===== src/rtl/fetch_sequencer.sv =====
// Instruction fetch sequencer: IDLE -> T0..T2 (-> T3) -> EXEC -> T0 / HALTED, with a sticky halt request.
// Optional macro FETCH_INDIRECT_EN adds the T3 indirect-address cycle; without it T2 always goes to EXEC.
module fetch_sequencer #(
    parameter int WIDTH = 12
) (
    input  logic        clk,
    input  logic        reset_n,
    input  logic        start,
    input  logic        halt,
    input  logic        mem_ready,
    input  logic [15:0] ir_in,
    input  logic        exec_done,
    output logic        load_ar,
    output logic [1:0]  ar_sel,
    output logic        mem_read,
    output logic        load_ir,
    output logic        inc_pc,
    output logic        i_flag,
    output logic [2:0]  opcode,
    output logic        exec_active,
    output logic        busy
);

    typedef enum logic [2:0] {
        S_IDLE   = 3'd0,
        S_T0     = 3'd1,
        S_T1     = 3'd2,
        S_T2     = 3'd3,
`ifdef FETCH_INDIRECT_EN
        S_T3     = 3'd4,
`endif
        S_EXEC   = 3'd5,
        S_HALTED = 3'd6
    } state_t;

    localparam logic [1:0] SEL_PC  = 2'b00;
    localparam logic [1:0] SEL_IR  = 2'b01;
    localparam logic [1:0] SEL_MEM = 2'b10;

    // The address field feeds the AR mux in the datapath; the sequencer only steers it.
    localparam int AR_FIELD_W = (WIDTH < 12) ? WIDTH : 12;

    state_t state_r;
    state_t next_state_s;
    logic   halt_latch_r;
    logic   halt_latch_next_s;
    logic   [AR_FIELD_W-1:0] addr_field_unused_s;

    assign addr_field_unused_s = ir_in[AR_FIELD_W-1:0];

`ifdef FETCH_INDIRECT_EN
    logic indirect_s;
    // Opcode 111 is the register/IO group, which never takes the indirect cycle.
    assign indirect_s = ir_in[15] && (ir_in[14:12] != 3'b111);
`endif

    // State register.
    always_ff @(posedge clk or negedge reset_n) begin
        if (!reset_n) begin
            state_r <= S_IDLE;
        end else begin
            state_r <= next_state_s;
        end
    end

    // Next-state logic.
    always_comb begin
        next_state_s = state_r;
        case (state_r)
            S_IDLE, S_HALTED: begin
                if (start) begin
                    next_state_s = S_T0;
                end else begin
                    next_state_s = state_r;
                end
            end
            S_T0: begin
                next_state_s = S_T1;
            end
            S_T1: begin
                if (mem_ready) begin
                    next_state_s = S_T2;
                end else begin
                    next_state_s = S_T1;
                end
            end
            S_T2: begin
`ifdef FETCH_INDIRECT_EN
                if (indirect_s) begin
                    next_state_s = S_T3;
                end else begin
                    next_state_s = S_EXEC;
                end
`else
                next_state_s = S_EXEC;
`endif
            end
`ifdef FETCH_INDIRECT_EN
            S_T3: begin
                if (mem_ready) begin
                    next_state_s = S_EXEC;
                end else begin
                    next_state_s = S_T3;
                end
            end
`endif
            S_EXEC: begin
                if (!exec_done) begin
                    next_state_s = S_EXEC;
                end else if (halt_latch_r || halt) begin
                    next_state_s = S_HALTED;
                end else begin
                    next_state_s = S_T0;
                end
            end
            default: begin
                next_state_s = S_IDLE;
            end
        endcase
    end

    // Halt request: sticky until the sequencer restarts out of HALTED.
    always_comb begin
        halt_latch_next_s = halt_latch_r;
        if ((state_r == S_HALTED) && start) begin
            halt_latch_next_s = 1'b0;
        end else begin
            halt_latch_next_s = halt_latch_r | halt;
        end
    end

    // Halt latch register.
    always_ff @(posedge clk or negedge reset_n) begin
        if (!reset_n) begin
            halt_latch_r <= 1'b0;
        end else begin
            halt_latch_r <= halt_latch_next_s;
        end
    end

    // Instruction decode captured while the IR contents are presented in T2.
    always_ff @(posedge clk or negedge reset_n) begin
        if (!reset_n) begin
            i_flag <= 1'b0;
            opcode <= 3'b000;
        end else if (state_r == S_T2) begin
            i_flag <= ir_in[15];
            opcode <= ir_in[14:12];
        end else begin
            i_flag <= i_flag;
            opcode <= opcode;
        end
    end

    // Strobe decode from the state register and the memory handshake.
    always_comb begin
        load_ar     = 1'b0;
        ar_sel      = SEL_PC;
        mem_read    = 1'b0;
        load_ir     = 1'b0;
        inc_pc      = 1'b0;
        exec_active = 1'b0;
        busy        = 1'b1;
        case (state_r)
            S_IDLE, S_HALTED: begin
                busy = 1'b0;
            end
            S_T0: begin
                load_ar = 1'b1;
                ar_sel  = SEL_PC;
            end
            S_T1: begin
                mem_read = 1'b1;
                if (mem_ready) begin
                    load_ir = 1'b1;
                    inc_pc  = 1'b1;
                end else begin
                    load_ir = 1'b0;
                    inc_pc  = 1'b0;
                end
            end
            S_T2: begin
                load_ar = 1'b1;
                ar_sel  = SEL_IR;
            end
`ifdef FETCH_INDIRECT_EN
            S_T3: begin
                mem_read = 1'b1;
                if (mem_ready) begin
                    load_ar = 1'b1;
                    ar_sel  = SEL_MEM;
                end else begin
                    load_ar = 1'b0;
                    ar_sel  = SEL_PC;
                end
            end
`endif
            S_EXEC: begin
                exec_active = 1'b1;
            end
            default: begin
                busy = 1'b0;
            end
        endcase
    end

endmodule


===== config.mk =====
export PLATFORM = sky130hd
export DESIGN_NAME = fetch_sequencer
export DESIGN_NICKNAME = d
export VERILOG_FILES = /design/src/rtl/fetch_sequencer.sv
export SDC_FILE = /design/constraint.sdc
export NUM_CORES = 1
export LEC_CHECK = 0
export CORE_MARGIN = 1
export CORE_UTILIZATION = 30
export CTS_CLUSTER_SIZE = 24
export DETAILED_ROUTE_END_ITERATION = 8
export PLACE_DENSITY = 0.74
export SLEW_MARGIN = 20
export SYNTH_ARGS = -nofsm -noshare
export SYNTH_HDL_FRONTEND = slang
export SYNTH_SLANG_ARGS = --single-unit

===== constraint.sdc =====
create_clock -name clk -period 1.45 [get_ports clk]
set_clock_uncertainty 0.2 [all_clocks]
set_input_delay 0.29 -clock clk [delete_from_list [all_inputs] [get_ports clk]]
set_output_delay 0.29 -clock clk [all_outputs]
set_load 0.02 [all_outputs]

==> impl_metrics.ini <==
[drt]
wire_per_inst_um = 12.6
vias_per_cell = 4.63
drc_errors = 0
vias = 440
drt_iter0_markers = 10
wl_mm = 1.20
dr.pass1.iters = 4
drtAntennaViolNets = 0

[die]
fp-row-count = 13
dieArea_um2 = 1610
start_util = 0.330
ios = 34
core_area_um2 = 1320
die_h_um = 40.1
die_w_um = 40.1

[placed_design]
place_ws_ps = -589
hpwl_um = 837
dpl.cell_count = 85
postPlaceCellArea_um2 = 728
gp_congestion = 0.797
portBuffers = 20

[setup_path]
critPathTopFamily = flip-flops
endpoint_kind = output port
ff2ff_path_depth = 4
endpoint = inc_pc
worst-path-buf-inv = 1
start_kind = flip-flop
cp_num_cells = 3
cp_cell_sequence = and2b_1 -> and3_4 -> buf_6
critPathKind = flip-flop to output port
cp_max_fo = 5
reg2reg_to = opcode[1]
cpMaxStageDelayCell = dfrtp_2
r2r_start = state_r[0]
worstPathArrival_ps = 1210
cpPeakStageDelay_ps = 430
cp-startpoint = state_r[0]
reg2reg_slack_ps = -50
required_ps = 960

[clock_network]
cts_tree = done
htree_levels = 1
root_buffer = clkbuf_4
clkLatencyLatePin_ps = 250
clkSinkCount = 8
cts_buffers = 3
worst_setup_hold_path_clk_slew_ps = 60
clockBufferDepth = 2
hold_buffers = 0

[timing]
setup_slack_ps = -250
finalHoldViolCount = 0
hold_slack_ps = 117
slew_violations = 0
setup_viol = 11
finalCritPeriodShare = 1.17
post-route-min-period_ps = 1700
fmax_mhz = 588
rsz0062_at_grt = true

[synth]
syn_inst = 41
synth.most_common_cell = dfrtp_1
yosys.area.top_type = dfrtp_1
synth-edff-count = 0
synth_top_cells_by_count = 8 x dfrtp_1, 4 x mux2_4, 4 x nor2_1
syn-cell-area_um2 = 435
syn-num-nets = 63
ys_warn_count = 0
synth_cell_types = 22
synth_area_leaders = dfrtp_1 46%, mux2_4 14%, o21ai_0 3.4%
synth-main-ff-cell = dfrtp_1
synth_seq_cells = 8
ys_seq_area_frac = 0.460
syn_area_per_cell_um2 = 10.6
synth_top_area_frac = 0.460
synthArstFlopShare = 1.00

[grt]
grt_start_max_net_pins = 9
grt_pass1_vias = 406
grt_first_pass_wirelength_mm = 1.77
grtUsageTotal = 0.169
grt-ovfl-total = 0
antenna_found_initial = 0

[cells_and_area]
area_growth_pct = 87.4
diodes = 0
final_area_um2 = 816
drive_gt1_frac = 0.500
final_cells = 95
nets = 104
final_core_util = 0.619
n_fill_cell = 110

[run]
cap_viol_max_count = 0

[pwr]
leakagePower_nw = 0.406
p_per_area_nw_per_um2 = 2270
ir_worst_vdd_mv = 1.06

[hold_path]
hp-class = primary input to asynchronous set/reset pin

[run_status]
violations = negative setup slack
outcome = finished with violations
## layout make-up
type | instances | area (um^2) | share of cell area
clock buffer | 3 | 22.5 | 0.0276
sequential | 8 | 201 | 0.247
multi-input combinational | 28 | 223 | 0.273
inverter | 3 | 11.3 | 0.0138
timing repair buffer | 38 | 339 | 0.416
tap | 15 | 18.8 | 0.0230
## layer usage
layer,GRT usage,wire (um),vias up
li1,-,-,219
met1,0.190,526,212
met2,0.315,635,9
met3,0.0333,40,0
met4,0.0517,0,0
met5,0,0,-
## registers in the layout, summed over array words and instances, names as in the netlist
register / cells
halt_latch_r: 1
i_flag: 1
state_r: 3
opcode: 3
## worst register-to-register path, delay by kind of cell (launching register included)
family	cells	cell delay, ps
buffers and inverters	1	130
flip-flops	1	430
multiplexers	1	300
AND/OR/NAND/NOR	2	320
## stage by stage
step	total power [mW]	TNS [ps]
final	1.85	-1570
after floorplan	0.968	-89.8
after CTS	1.75	-1630
after global routing	1.96	-2100
after global placement	1.50	-3590
after detailed placement	1.53	-3690
## cells by family after synthesis
logic type,count (synthesis),share of synthesized area
other,1,0.00861
buffers and inverters,5,0.0603
DFF,8,0.460
muxes,5,0.161
and+or+nand+nor,13,0.178
AOI/OAI and AO/OA,9,0.132
## cells in the final DEF (no fill, tap or decap)
cell	synthesis	final
dfrtp_1	8	7
buf_6	0	7
o21ai_0	3	2
or2b_1	1	1
and3_4	0	1
nand2_1	1	1
a32oi_1	1	1
mux2i_1	1	1
nand2b_1	1	1
clkbuf_4	0	3
nand2_4	1	1
clkbuf_2	0	1
a31oi_1	1	1
inv_1	3	2
dfrtp_2	0	1
o22a_1	1	1
buf_4	2	18
nor2_1	4	4
clkdlybuf4s50_1	0	9
o21ai_2	0	2
mux2_4	4	4
a21oi_1	1	1
and2b_2	0	1
clkdlybuf4s15_1	0	3
conb_1	1	1
nand3_1	1	1
and2b_1	2	1
nor3b_1	1	1
inv_2	0	1
a2bb2oi_1	1	1
## worst min-delay path by stage
stage | startpoint | depth (start not counted) | slack, ps | endpoint
CTS | reset_n | 1 | 110 | i_flag
global placement | i_flag | 1 | 300 | i_flag
detailed placement | opcode[2] | 1 | 300 | opcode[2]
global route | reset_n | 1 | 130 | i_flag
finish | reset_n | 1 | 120 | i_flag
floorplan | reset_n | 0 | -210 | halt_latch_r
## timing repair
item	CTS	global route
resized for setup	45	11
pin swaps	2	2
hold endpoints to repair	0	0
setup buffers	5	5
setup endpoints to repair	15	16
## report_power, final
| group | leakage [nW] | internal (mW) | switching, mW |
|---|---|---|---|
| clock | 0.0138 | 0.0945 | 0.0732 |
| combinational | 0.300 | 0.722 | 0.543 |
| sequential | 0.0919 | 0.329 | 0.0873 |
| total | 0.406 | 1.15 | 0.703 |
Power figures use the tool's default switching activity.
==> RTL change, RTL diff (same settings) <==
Reset style: synchronous (`reset_n`), changed in 3 clocked blocks.
--- a/src/rtl/fetch_sequencer.sv
+++ b/src/rtl/fetch_sequencer.sv
@@ -57,3 +57,3 @@
     // State register.
-    always_ff @(posedge clk or negedge reset_n) begin
+    always_ff @(posedge clk) begin
         if (!reset_n) begin
@@ -132,3 +132,3 @@
     // Halt latch register.
-    always_ff @(posedge clk or negedge reset_n) begin
+    always_ff @(posedge clk) begin
         if (!reset_n) begin
@@ -141,3 +141,3 @@
     // Instruction decode captured while the IR contents are presented in T2.
-    always_ff @(posedge clk or negedge reset_n) begin
+    always_ff @(posedge clk) begin
         if (!reset_n) begin
Check against the original RTL: differs if reset_n is asserted again (counterexample within 4 cycles, from zero or initial values and one cycle with reset_n low); with reset_n held inactive, the same outputs for 10 cycles.
==> RTL change against the unedited design <==
The flow still finishes with violations (negative setup slack); sequential cell count unchanged; non-clock buffer count down 3; routed wire length fell by 22%; final cell count grew 1.1%; setup slack improved by 0.16 ns; utilization is 0.67 points lower; first-iteration DRC count shrank 70%; count of clock-buffer cells in the layout unchanged; sequential share of layout area down 3.8 points; final area shrank 2.3%; synthesized area is 2.9% lower.
Power is not compared: it rests on default switching activity, and its combinational part moved more than twofold at a synthesized area within 25%.
==> RTL change: results (changes against the unedited design) <==
| Metric | Value |
|---|---|
| Clk buf depth | 2 (unchanged) |
| Initial drt markers | 3 (-7) |
| Port-buffer cells | 20 (unchanged) |
| Compound-cell area share of the yosys netlist | 16.0% (+2.8 points) |
| Async set-reset flop share out of synthesis | 0% (-100 points) |
| Final period util | 106% (-11 points) |
| Clock latency on the worst-skew pair | 0.24 ns |
| Area contributors post-synth | dfxtp_1, mux2i_1, buf_4 |
| Status | finished with violations |
| Hold Crit Class | reg -> reg |
| Violated checks | negative setup slack |
| Final setup fails | 6 (-5) |
| Nets | 105 (+0.96%) |
| Drt first pass iters | 2 (-2) |
| Gpl congestion | 0.762 (-4.3%) |
| Clk slew on worst S/H paths | 0.05 ns |
| Pin count of the biggest net entering global routing | 8 (-1) |
| Layout cells sized above 1 | 45.7% (-4.3 points) |
| Vias in the first global route | 437 (+7.6%) |
| Total track usage | 16.0% (-0.98 points) |
| Setup WS post-layout | -0.0918 ns (+0.158 ns) |
| Via count | 451 (+2.5%) |
| TNS Setup | -0.378 ns (+1.19 ns) |
| Synthesized net count | 69 (+9.5%) |
| Synth Area per Inst | 9.00 sq um (-15%) |
| Xor/xnor share of the synthesized area | 0% (unchanged) |
| TritonCTS buffer count | 3 (unchanged) |
| Fill count | 122 (+11%) |
| Yosys warning count | 0 (unchanged) |
| Dpl hpwl | 770 microns (-8.0%) |
| Vias per cell | 4.70 (+1.4%) |
| Cells after DPL | 92 (+8.2%) |
| First-pass GRT wire length | 1.61 mm (-9.0%) |
| Mux cell area share after synthesis | 9.47% (-6.6 points) |
| Crit path DAT | 1.05 ns (-0.16 ns) |
| Crit-path max FO | 2 (-3) |
| Unique masters post-synth | 24 (+9.1%) |
| Post-synth top cells | dfxtp_1, nor2_1, mux2i_1 |
| Sequential cell area fraction in the yosys report | 37.9% (-8.1 points) |
| DR WL/cell | 9.74 microns (-23%) |
-- RTL change: repair_timing --
action,4_1_cts,5_1_grt
resized for setup,48,6
pin swaps,2,3
buffers inserted,1,0
endpoints found under the setup margin,11,7
-- RTL change: final cells by class --
type | instances | area (sq um) | area share (%)
multi-input cells | 32 | 250 | 31.4
well taps | 15 | 18.8 | 2.35
clock buffers | 3 | 22.5 | 2.83
flip-flops and latches | 8 | 166 | 20.9
repair buffers | 35 | 328 | 41.1
inverters | 3 | 11.3 | 1.41
-- RTL change: kinds of logic after synthesis --
family	Yosys count
simple gates	17
compound gates	10
flops	8
buf+inv	7
mux	4
other cells	1
-- RTL change: power by group through the flow --
stage / sequential [uW] / combinational, uW / clock [uW]
floorplan: 259 / 134 / 0
global placement: 254 / 253 / 0
detailed placement: 255 / 256 / 0
CTS: 252 / 262 / 164
global route: 256 / 290 / 184
finish: 254 / 269 / 157
-- RTL change: metal layers --
layer  share of wire, %  up-vias  global-route usage, %
met3                6.6        2                   3.41
met4               0.86        0                   10.3
met2                 50       16                   29.1
li1                   -      227                      -
met1                 42      206                   15.9
met5                  0        -                      0
-- RTL change: metrics by stage --
| step | setup WS (ns) | hold slack [ns] | cell area, sq um | utilization [%] |
|---|---|---|---|---|
| 6_report | -0.0918 | 0.294 | 797 | 61.3 |
| 3_5_place_dp | -0.554 | 0.289 | 739 | 56.8 |
| 4_1_cts | -0.107 | 0.301 | 776 | 59.6 |
| 5_1_grt | -0.135 | 0.334 | 797 | 61.3 |
| 3_3_place_gp | -0.535 | 0.282 | 739 | 56.8 |
| 2_1_floorplan | -0.0358 | 0.207 | 450 | - |
-- RTL change: final timing paths --
kind	from	to	slack [ns]	cells past startpoint
min reg2reg	i_flag	i_flag	0.29	2
max	mem_ready	load_ir	-0.09	3
max reg2reg	state_r[2]	state_r[0]	0.09	5
min	i_flag	i_flag	0.29	2
-- RTL change: critical path, cell delays in order --
cell,delay (ns)
clkdlybuf4s50_1,0.49
and2_4,0.16
buf_6,0.11
